File: config.mk
export PLATFORM = sky130hd
export DESIGN_NAME = pc_sequencer_flat
export DESIGN_NICKNAME = d
export VERILOG_FILES = /design/src/rtl/pc_sequencer_pkg.sv /design/src/rtl/pc_sequencer_if.sv /design/src/rtl/pc_sequencer_npc_calc.sv /design/src/rtl/pc_sequencer.sv /design/src/flat_wrapper.sv
export SDC_FILE = /design/constraint.sdc
export NUM_CORES = 1
export LEC_CHECK = 0
export BUFFER_PORTS_ARGS = -buffer_cell sky130_fd_sc_hd__clkbuf_2
export CORE_MARGIN = 4
export CORE_UTILIZATION = 44
export DETAILED_ROUTE_END_ITERATION = 8
export GPL_ROUTABILITY_DRIVEN = 0
export PLACE_DENSITY = 0.71
export SLEW_MARGIN = 20
export SYNTH_ARGS = -nofsm -noshare
export SYNTH_HDL_FRONTEND = slang
export SYNTH_HIERARCHICAL = 1
export SYNTH_SLANG_ARGS = --single-unit
File: constraint.sdc
create_clock -name clk -period 4.15 [get_ports clk]
set_input_delay 0.6225 -clock clk [delete_from_list [all_inputs] [get_ports clk]]
set_output_delay 0.6225 -clock clk [all_outputs]
set_load 0.02 [all_outputs]
File: src/rtl/pc_sequencer_pkg.sv
// Shared encodings and defaults for the fetch PC sequencer. The PC-select codes and the
// reset/exception addresses are also used by CP0 and the IM address decode.
package pc_sequencer_pkg;

  // D-stage next-PC select encodings
  localparam logic [2:0] PC_SEL_SEQ    = 3'd0;
  localparam logic [2:0] PC_SEL_BRANCH = 3'd1;
  localparam logic [2:0] PC_SEL_JUMP   = 3'd2;
  localparam logic [2:0] PC_SEL_JR     = 3'd3;

  // Default fetch addresses
  localparam logic [31:0] RESET_PC_DEFAULT   = 32'h0000_3000;
  localparam logic [31:0] EXC_VECTOR_DEFAULT = 32'h0000_4180;

  // Sequencer FSM states; codes are visible on state_o
  typedef enum logic [1:0] {
    StBoot = 2'd0,
    StRun  = 2'd1,
    StHold = 2'd2,
    StExc  = 2'd3
  } state_e;

  // Select codes 4..7 are undefined and behave as sequential fetch
  function automatic logic [2:0] norm_pc_sel(input logic [2:0] pc_sel);
    return pc_sel[2] ? PC_SEL_SEQ : pc_sel;
  endfunction

  // Branch target: pc4 + (sign-extended imm16 << 2), wrapping at 32 bits
  function automatic logic [31:0] branch_target(input logic [31:0] pc4, input logic [15:0] imm16);
    logic [31:0] offset;
    offset = {{14{imm16[15]}}, imm16, 2'b00};
    return pc4 + offset;
  endfunction

endpackage

File: src/rtl/pc_sequencer_if.sv
// Bundle between the D-stage controller/hazard unit/CP0 (master) and the PC sequencer
// (slave). The master drives the redirect decision; the slave drives the fetch address.
interface pc_sequencer_if;

  logic        stall;
  logic [2:0]  pc_sel;
  logic        br_taken;
  logic [31:0] ir_d;
  logic [31:0] pc4_d;
  logic [31:0] rsd_out;
  logic        exc_req;
  logic        eret;
  logic [31:0] epc;

  logic [31:0] pc_f;
  logic [31:0] pc4_f;
  logic        bd_f;
  logic        flush_f;
  logic [1:0]  state_o;

  modport master (
    output stall, pc_sel, br_taken, ir_d, pc4_d, rsd_out, exc_req, eret, epc,
    input  pc_f, pc4_f, bd_f, flush_f, state_o
  );

  modport slave (
    input  stall, pc_sel, br_taken, ir_d, pc4_d, rsd_out, exc_req, eret, epc,
    output pc_f, pc4_f, bd_f, flush_f, state_o
  );

endinterface

File: src/rtl/pc_sequencer_npc_calc.sv
// Combinational next-PC mux for the normal (non-exception, non-eret) redirect sources:
// jr, j/jal, taken branch, and sequential fetch.
module pc_sequencer_npc_calc
  import pc_sequencer_pkg::*;
(
  input  logic [2:0]  pc_sel_i,
  input  logic        br_taken_i,
  input  logic [31:0] ir_d_i,
  input  logic [31:0] pc4_d_i,
  input  logic [31:0] rsd_i,
  input  logic [31:0] pc_f_i,
  output logic [31:0] npc_o
);

  logic [2:0]  sel;
  logic [31:0] pc_d;
  logic        unused_bits;

  assign sel  = norm_pc_sel(pc_sel_i);
  // The jump region comes from the jump's own PC, not its delay slot
  assign pc_d = pc4_d_i - 32'd4;

  assign unused_bits = ^{ir_d_i[31:26], pc_d[27:0]};

  // Select the redirect target for the instruction in D
  always_comb begin
    npc_o = pc_f_i + 32'd4;
    unique case (sel)
      PC_SEL_JR:     npc_o = rsd_i;
      PC_SEL_JUMP:   npc_o = {pc_d[31:28], ir_d_i[25:0], 2'b00};
      PC_SEL_BRANCH: if (br_taken_i) npc_o = branch_target(pc4_d_i, ir_d_i[15:0]);
      default:       npc_o = pc_f_i + 32'd4;
    endcase
  end

endmodule

File: src/rtl/pc_sequencer.sv
// Fetch PC owner for the 5-stage pipeline: PC register, boot/run/hold/exception FSM,
// exception and eret overrides, and the delay-slot / F-flush indications.
module pc_sequencer
  import pc_sequencer_pkg::*;
#(
  parameter logic [31:0] RESET_PC   = RESET_PC_DEFAULT,
  parameter logic [31:0] EXC_VECTOR = EXC_VECTOR_DEFAULT
) (
  input  logic         clk,
  input  logic         reset,
  pc_sequencer_if.slave bus
);

  state_e      state_q, state_d;
  logic [31:0] pc_q, pc_d;
  logic [31:0] npc;
  logic        flush;
  logic        slot_cmd;

  pc_sequencer_npc_calc u_npc_calc (
    .pc_sel_i   (bus.pc_sel),
    .br_taken_i (bus.br_taken),
    .ir_d_i     (bus.ir_d),
    .pc4_d_i    (bus.pc4_d),
    .rsd_i      (bus.rsd_out),
    .pc_f_i     (pc_q),
    .npc_o      (npc)
  );

  // Next state and next PC; an exception request overrides every state and the stall
  always_comb begin
    state_d = state_q;
    pc_d    = pc_q;
    flush   = 1'b0;
    if (bus.exc_req) begin
      state_d = StExc;
      pc_d    = EXC_VECTOR;
      flush   = 1'b1;
    end else begin
      unique case (state_q)
        // D holds a bubble, so the first fetch simply advances sequentially
        StBoot: begin
          state_d = StRun;
          pc_d    = pc_q + 32'd4;
        end
        StRun: begin
          if (bus.stall) begin
            state_d = StHold;
          end else if (bus.eret) begin
            pc_d  = bus.epc;
            flush = 1'b1;
          end else begin
            pc_d = npc;
          end
        end
        // Leave HOLD without redirecting so D re-decides with fresh forwarded operands
        StHold: begin
          if (!bus.stall) state_d = StRun;
        end
        // D holds the killed instruction; advance past the handler entry
        StExc: begin
          state_d = StRun;
          pc_d    = pc_q + 32'd4;
        end
        default: state_d = StBoot;
      endcase
    end
  end

  // PC and FSM state registers with synchronous reset
  always_ff @(posedge clk) begin
    if (reset) begin
      state_q <= StBoot;
      pc_q    <= RESET_PC;
    end else begin
      state_q <= state_d;
      pc_q    <= pc_d;
    end
  end

  // Delay-slot flag: F holds the slot of a branch/jump in D, including while it waits in HOLD
  always_comb begin
    slot_cmd    = (norm_pc_sel(bus.pc_sel) != PC_SEL_SEQ) && !bus.eret && !bus.exc_req;
    bus.bd_f    = slot_cmd && ((state_q == StRun) || (state_q == StHold));
    bus.flush_f = flush && !reset;
    bus.pc_f    = pc_q;
    bus.pc4_f   = pc_q + 32'd4;
    bus.state_o = state_q;
  end

endmodule

File: src/flat_wrapper.sv
// flat-port wrapper written by rule: the top's interface ports become plain ports
module pc_sequencer_flat import pc_sequencer_pkg::*;
#(
  parameter logic [31:0] RESET_PC   = RESET_PC_DEFAULT,
  parameter logic [31:0] EXC_VECTOR = EXC_VECTOR_DEFAULT
)
  (clk, reset, bus_stall, bus_pc_sel, bus_br_taken, bus_ir_d, bus_pc4_d, bus_rsd_out, bus_exc_req, bus_eret, bus_epc, bus_pc_f, bus_pc4_f, bus_bd_f, bus_flush_f, bus_state_o);
  pc_sequencer_if bus_i ();
  input  logic clk;
  input  logic reset;
  input wire logic [$bits(bus_i.stall)-1:0] bus_stall;
  input wire logic [$bits(bus_i.pc_sel)-1:0] bus_pc_sel;
  input wire logic [$bits(bus_i.br_taken)-1:0] bus_br_taken;
  input wire logic [$bits(bus_i.ir_d)-1:0] bus_ir_d;
  input wire logic [$bits(bus_i.pc4_d)-1:0] bus_pc4_d;
  input wire logic [$bits(bus_i.rsd_out)-1:0] bus_rsd_out;
  input wire logic [$bits(bus_i.exc_req)-1:0] bus_exc_req;
  input wire logic [$bits(bus_i.eret)-1:0] bus_eret;
  input wire logic [$bits(bus_i.epc)-1:0] bus_epc;
  output wire logic [$bits(bus_i.pc_f)-1:0] bus_pc_f;
  output wire logic [$bits(bus_i.pc4_f)-1:0] bus_pc4_f;
  output wire logic [$bits(bus_i.bd_f)-1:0] bus_bd_f;
  output wire logic [$bits(bus_i.flush_f)-1:0] bus_flush_f;
  output wire logic [$bits(bus_i.state_o)-1:0] bus_state_o;
  assign bus_i.stall = bus_stall;
  assign bus_i.pc_sel = bus_pc_sel;
  assign bus_i.br_taken = bus_br_taken;
  assign bus_i.ir_d = bus_ir_d;
  assign bus_i.pc4_d = bus_pc4_d;
  assign bus_i.rsd_out = bus_rsd_out;
  assign bus_i.exc_req = bus_exc_req;
  assign bus_i.eret = bus_eret;
  assign bus_i.epc = bus_epc;
  assign bus_pc_f = bus_i.pc_f;
  assign bus_pc4_f = bus_i.pc4_f;
  assign bus_bd_f = bus_i.bd_f;
  assign bus_flush_f = bus_i.flush_f;
  assign bus_state_o = bus_i.state_o;
  pc_sequencer #(.RESET_PC(RESET_PC), .EXC_VECTOR(EXC_VECTOR)) u_core (.clk(clk), .reset(reset), .bus(bus_i));
endmodule
## Word-level counts from Yosys, hierarchy flattened

Cells that the tools add are included.

| storage, ports and cells | value |
|---|---|
| word-level logic and storage cells | 48 |
| input port bits | 137 |
| register bits after elaboration | 34 |
| output and inout port bits | 68 |

| operators by class | value |
|---|---|
| add/subtract/negate cells | 3 |
| mux-type cells | 15 |
| equal/unequal tests | 10 |
| reduce and logical (&&, ||, !) cells | 17 |

Operators with widths:

| cell | count |
|---|---|
| $mux 32 | 3 |
| $pmux 32 s3 | 1 |
| $pmux 32 s2 | 1 |
| $add 32x3->32 const B | 1 |
| $add 32x32->32 | 1 |
| $sub 32x3->32 const B | 1 |
| $mux 15 | 1 |
| $ne 3x3->1 const B | 3 |
| $mux 2 | 4 |
| $eq 3x2->1 const B | 2 |
| $pmux 2 s3 | 1 |
| $reduce_and 2->1 | 3 |
| $reduce_bool 3->1 | 2 |
| $eq 2x2->1 const B | 2 |
| $logic_and 1x1->1 | 4 |
| $mux 1 | 4 |
| $reduce_or 2->1 | 2 |
| $eq 3x1->1 const B | 1 |
| $logic_not 1->1 | 3 |
| $eq 2x1->1 const B | 1 |
| $logic_not 2->1 | 1 |
| $ne 2x2->1 const B | 1 |
| $reduce_bool 2->1 | 1 |
| $logic_or 1x1->1 | 1 |

## Logic depth before layout (Yosys ltp)

| logic depth | value |
|---|---|
| depth after elaboration | 7 |
| depth in mapped cells | 16 |
| gate-level depth less buffers | 16 |

## By module

Netlist, hierarchy kept.

Modules (own cells, without submodules):

| module | cells each | seq. area each (sq um) | area an instance (sq um) | instances |
|---|---|---|---|---|
| pc_sequencer_npc_calc | 489 | 0.0 | 3106.7 | 1 |
| pc_sequencer | 383 | 680.7 | 2939.1 | 1 |

## Worst setup path after synthesis

Ideal clock, no wire load.

| timing path | value |
|---|---|
| path type | input port to flip-flop |
| start | input bus_ir_d[15] |
| end | register u_core.pc_q[26] (netlist: u_core/bus.pc_f[26]) |
| required time | 4.035 ns |
| stages on the path | 13 |
| slack | 0.728 ns |
| arrival | 3.307 ns |
| setup time | 0.115 ns |
| path through | ha_1 -> a2111oi_0 -> o21ai_0 -> a221o_1 -> or3_1 -> o2111ai_1 -> nand2_1 -> xnor2_1 -> o31a_1 -> nor2b_1 -> a2111oi_0 -> nor2_1 -> o21a_1 |

| between the ends | value |
|---|---|
| cells in the longest elaborated chain, start to end | 6 |

Ends and longest elaborated chain:

| what | RTL line | text |
|---|---|---|
| from (decl) | flat_wrapper.sv:14 | `input wire logic [$bits(bus_i.ir_d)-1:0] bus_ir_d;` |
| $add 32x32->32 | pc_sequencer_pkg.sv:32 | `return pc4 + offset;` |
| $mux 32 | pc_sequencer_npc_calc.sv:31 | `PC_SEL_BRANCH: if (br_taken_i) npc_o = branch_target(pc4_d_i, ir_d_i[15:0]);` |
| $pmux 32 s3 | pc_sequencer_npc_calc.sv:28 | `unique case (sel)` |
| net u_core.npc[26] | pc_sequencer.sv:16 | `logic [31:0] npc;` |
| $mux 32 | pc_sequencer.sv:49 | `end else if (bus.eret) begin` |
| $mux 32 | pc_sequencer.sv:47 | `if (bus.stall) begin` |
| $pmux 32 s2 | pc_sequencer.sv:40 | `unique case (state_q)` |
| to (signal assigned) | pc_sequencer.sv:77 | `pc_q <= pc_d;` |
| to (decl) | pc_sequencer.sv:15 | `logic [31:0] pc_q, pc_d;` |

The timed path passes the listed nets, and every way through them passes these cells. The select of a mux whose other input is x is not followed.
A chain may end at the register's enable or synchronous reset.

## Worst setup path in the final report

| timing path | value |
|---|---|
| start | input bus_pc4_d[2] |
| end | register u_core.pc_q[30] (netlist: u_core/bus.pc_f[30]) |

| between the ends | value |
|---|---|
| cells in the longest elaborated chain, start to end | 6 |
| elaborated cells between the ends (all ways) | 7 |
| classes of those cells | 2 x add/sub; 5 x mux |

Ends and longest elaborated chain:

| what | RTL line | text |
|---|---|---|
| from (decl) | flat_wrapper.sv:15 | `input wire logic [$bits(bus_i.pc4_d)-1:0] bus_pc4_d;` |
| $add 32x32->32 | pc_sequencer_pkg.sv:32 |  |
| $mux 32 | pc_sequencer_npc_calc.sv:31 |  |
| $pmux 32 s3 * | pc_sequencer_npc_calc.sv:28 |  |
| net u_core.npc[30] | pc_sequencer.sv:16 |  |
| $mux 32 * | pc_sequencer.sv:49 |  |
| $mux 32 * | pc_sequencer.sv:47 |  |
| $pmux 32 s2 * | pc_sequencer.sv:40 |  |

The timed path passes the listed nets; every way through them passes the cells marked *. The select of a mux whose other input is x is not followed.

==> out/results.tsv <==
metric	value	unit
wl_per_cell	18.73	um
cts_resized	0	
yosys-top-cells-area	dfxtp_1 11%, ha_1 6.8%, a21oi_1 6.5%, xnor2_1 6.2%, nand2_1 5.6%	
final_common_cell	clkbuf_2	
overflow	0	
synth_edf_count	0	
synthesis.instances	872	
numCtsBuffers	5	
areaGrowthSynthToFinish	21.38	%
pwr-share-clk	23.1	%
start_util	45.29	%
arrival	3.81	ns
htree_num_levels	2	
max_stage_delay	0.39	ns
avgSynthCellArea	6.933	um^2
detail_route.first_pass.iterations	6	
worst_setup_path_start_kind	primary input	
netlist.top_cell.by_area	dfxtp_1	
nets	1214	
cp.required	4.33	ns
power.internal	0.9075	mW
dpl.cell_count	1212	
die_x	125.2	um
status	completed	
powerDensity	216.6	nW/um^2
switching_share	42.90	%
tightest_slew	0.9849	ns
synth.distinct_cells	79	
cts_setup_buffers	0	
cts_root_buf	clkbuf_16	
antenna_found_initial	0	
num_vias	7460	
mostFrequentLayoutCells	198 x clkbuf_2, 91 x nand2_1, 79 x a21oi_1, 61 x nor2_1, 60 x o21ai_0	
syn-cell-area	6046	um^2
maxSlewHeadroom	34.33	%
syn_nets	1043	
ctsHoldBuffers	0	
path_cells	clkbuf_2 -> ha_1 -> inv_1 -> fa_1 -> nand2b_1 -> a21oi_1 -> o211ai_1 -> a21oi_1 -> o2111ai_1 -> a21oi_1 -> mux2i_1 -> nand3_1 -> nor2b_1 -> a2111oi_0 -> nor2_1 -> o21a_1	
fin_cells	1218	
dp_hpwl	18160	um
finalCritPeriodShare	87.69	%
critPathMaxFanout	4	
p_switching	0.6819	mW
hold_viol_final	0	
drive_gt1_share	24.76	%
post-route-min-period	3.639	ns
ys_seq_elements	34	
setup_viol	0	
portBuffers	198	
ios	205	
num_antenna_cells	0	
synth.top_cell.area_share	11.26	%
num_rows	42	
die_height	125.2	um
drv_cap	0	
cpMostUsedCell	a21oi_1	
crit_buf_inv	2	
ys.warnings.count	6	
clk_latency	0.28	ns
core	13350	um^2
slew_viol_final	0	
pwr-share-comb	52.4	%
ys_seq_area_share	11.26	%
grt_pass1_vias	6972	
hold_path_class	reg2reg	
peakVddDrop	0.1821	mV
final_util	54.98	%
wirelength	22810	um
fin_tns_setup	0	ns
grt_pass1_wl	36360	um
crit_type	in2reg	
crit_slowest_cell	fa_1	
drt_iter0_drc	702	
vias_per_cell	6.125	
ant_nets	0	
p_leak	3.330	nW
fmax	274.8	MHz
end_kind	flip-flop	
clock_sinks	34	
async_reset_ff_share	0	%
drc_errors	0	
cts_tree	built	
synth_flop_cell	dfxtp_1	
critical-path-top-delay-family	compound AO/OA/AOI/OAI gates	
grt_setup_unrepaired	false	
p_seq_share	24.5	%
grt_max_degree	57	
design_area	7338	um^2
grtUsageTotal	27.85	%
path_clk_slew	0.05	ns
cts_buffer_depth	2	
fp.dieArea	15680	um^2
fin_skew	0.004593	ns
n_fill_cell	1368	
place_area	7199	um^2
## registers in the layout, summed over array words and instances, names as in the netlist, named ones only
name and flops:
u_core/bus.state_o 2, u_core/bus.pc_f 30
## cell usage after synthesis (all sizes together) (14+ instances only)
cell type	count
buf	14
mux2i	31
ha	33
a31oi	16
nor4	20
o21ai	65
and3	15
nor2	61
a21oi	79
nor3	27
nand3	45
nand4	16
xnor2	43
xor2	37
clkbuf	43
dfxtp	34
inv	27
nand2b	23
nand2	92
## layer usage
metal	wire, um	GRT usage, %	vias up
met5	0	0	-
met3	2107	4.691	36
li1	-	-	3595
met2	10760	47.42	374
met4	449	6.250	0
met1	9498	37.00	3455
## stage by stage
step / power [mW] / worst slack [ns] / hold WS (ns)
after floorplan: 0.9397 / 0.7284 / 0.5925
after global placement: 1.205 / 0.3109 / 0.5223
after detailed placement: 1.214 / 0.2448 / 0.5331
after CTS: 1.578 / 0.5269 / 0.5402
after global routing: 1.693 / 0.2411 / 0.5656
final: 1.589 / 0.5107 / 0.5563
## worst min-delay path, stage by stage (launching register included)
cell      delay (ns)
dfxtp_1         0.34
nor2_1          0.12
a211oi_1        0.05
## final timing paths
| check | startpoint | end | slack (ns) | depth (start not counted) |
|---|---|---|---|---|
| min | flip-flop | flip-flop | 0.56 | 2 |
| max reg2reg | u_core/bus.pc_f[4]$_SDFFE_PP0P_ | u_core/bus.pc_f[31]$_SDFFE_PP0P_ | 0.80 | 12 |
| max | bus_pc4_d[2] | u_core/bus.pc_f[30]$_SDFFE_PP0P_ | 0.51 | 16 |
| min reg2reg | flip-flop | flip-flop | 0.56 | 2 |
## logic make-up (layout without fill, tap and decap cells)
group	Yosys count	count (layout)	share of synthesized area [%]
and+or+nand+nor	339	339	29.72
AOI/OAI and AO/OA	267	267	29.04
buffers and inverters	84	254	5.546
xor gates and xnor gates	80	80	11.59
adders and majority gates	34	34	7.161
muxes	34	34	5.691
DFF	34	34	11.26
## layout make-up
| class | count | area [um^2] | share of cell area [%] |
|---|---|---|---|
| multi-input cells | 754 | 5034 | 68.59 |
| clock buffers | 6 | 138.9 | 1.893 |
| repair buffers | 221 | 1164 | 15.86 |
| inverters | 27 | 101.3 | 1.381 |
| well taps | 176 | 220.2 | 3.001 |
| flip-flops and latches | 34 | 680.7 | 9.275 |
## power groups by stage
stage | combinational, mW | sequential (mW) | clock (mW)
floorplan | 0.526 | 0.414 | 0
global placement | 0.811 | 0.394 | 0
detailed placement | 0.819 | 0.395 | 0
CTS | 0.823 | 0.388 | 0.366
global route | 0.918 | 0.392 | 0.383
finish | 0.833 | 0.389 | 0.367
Power figures use the tool's default switching activity.
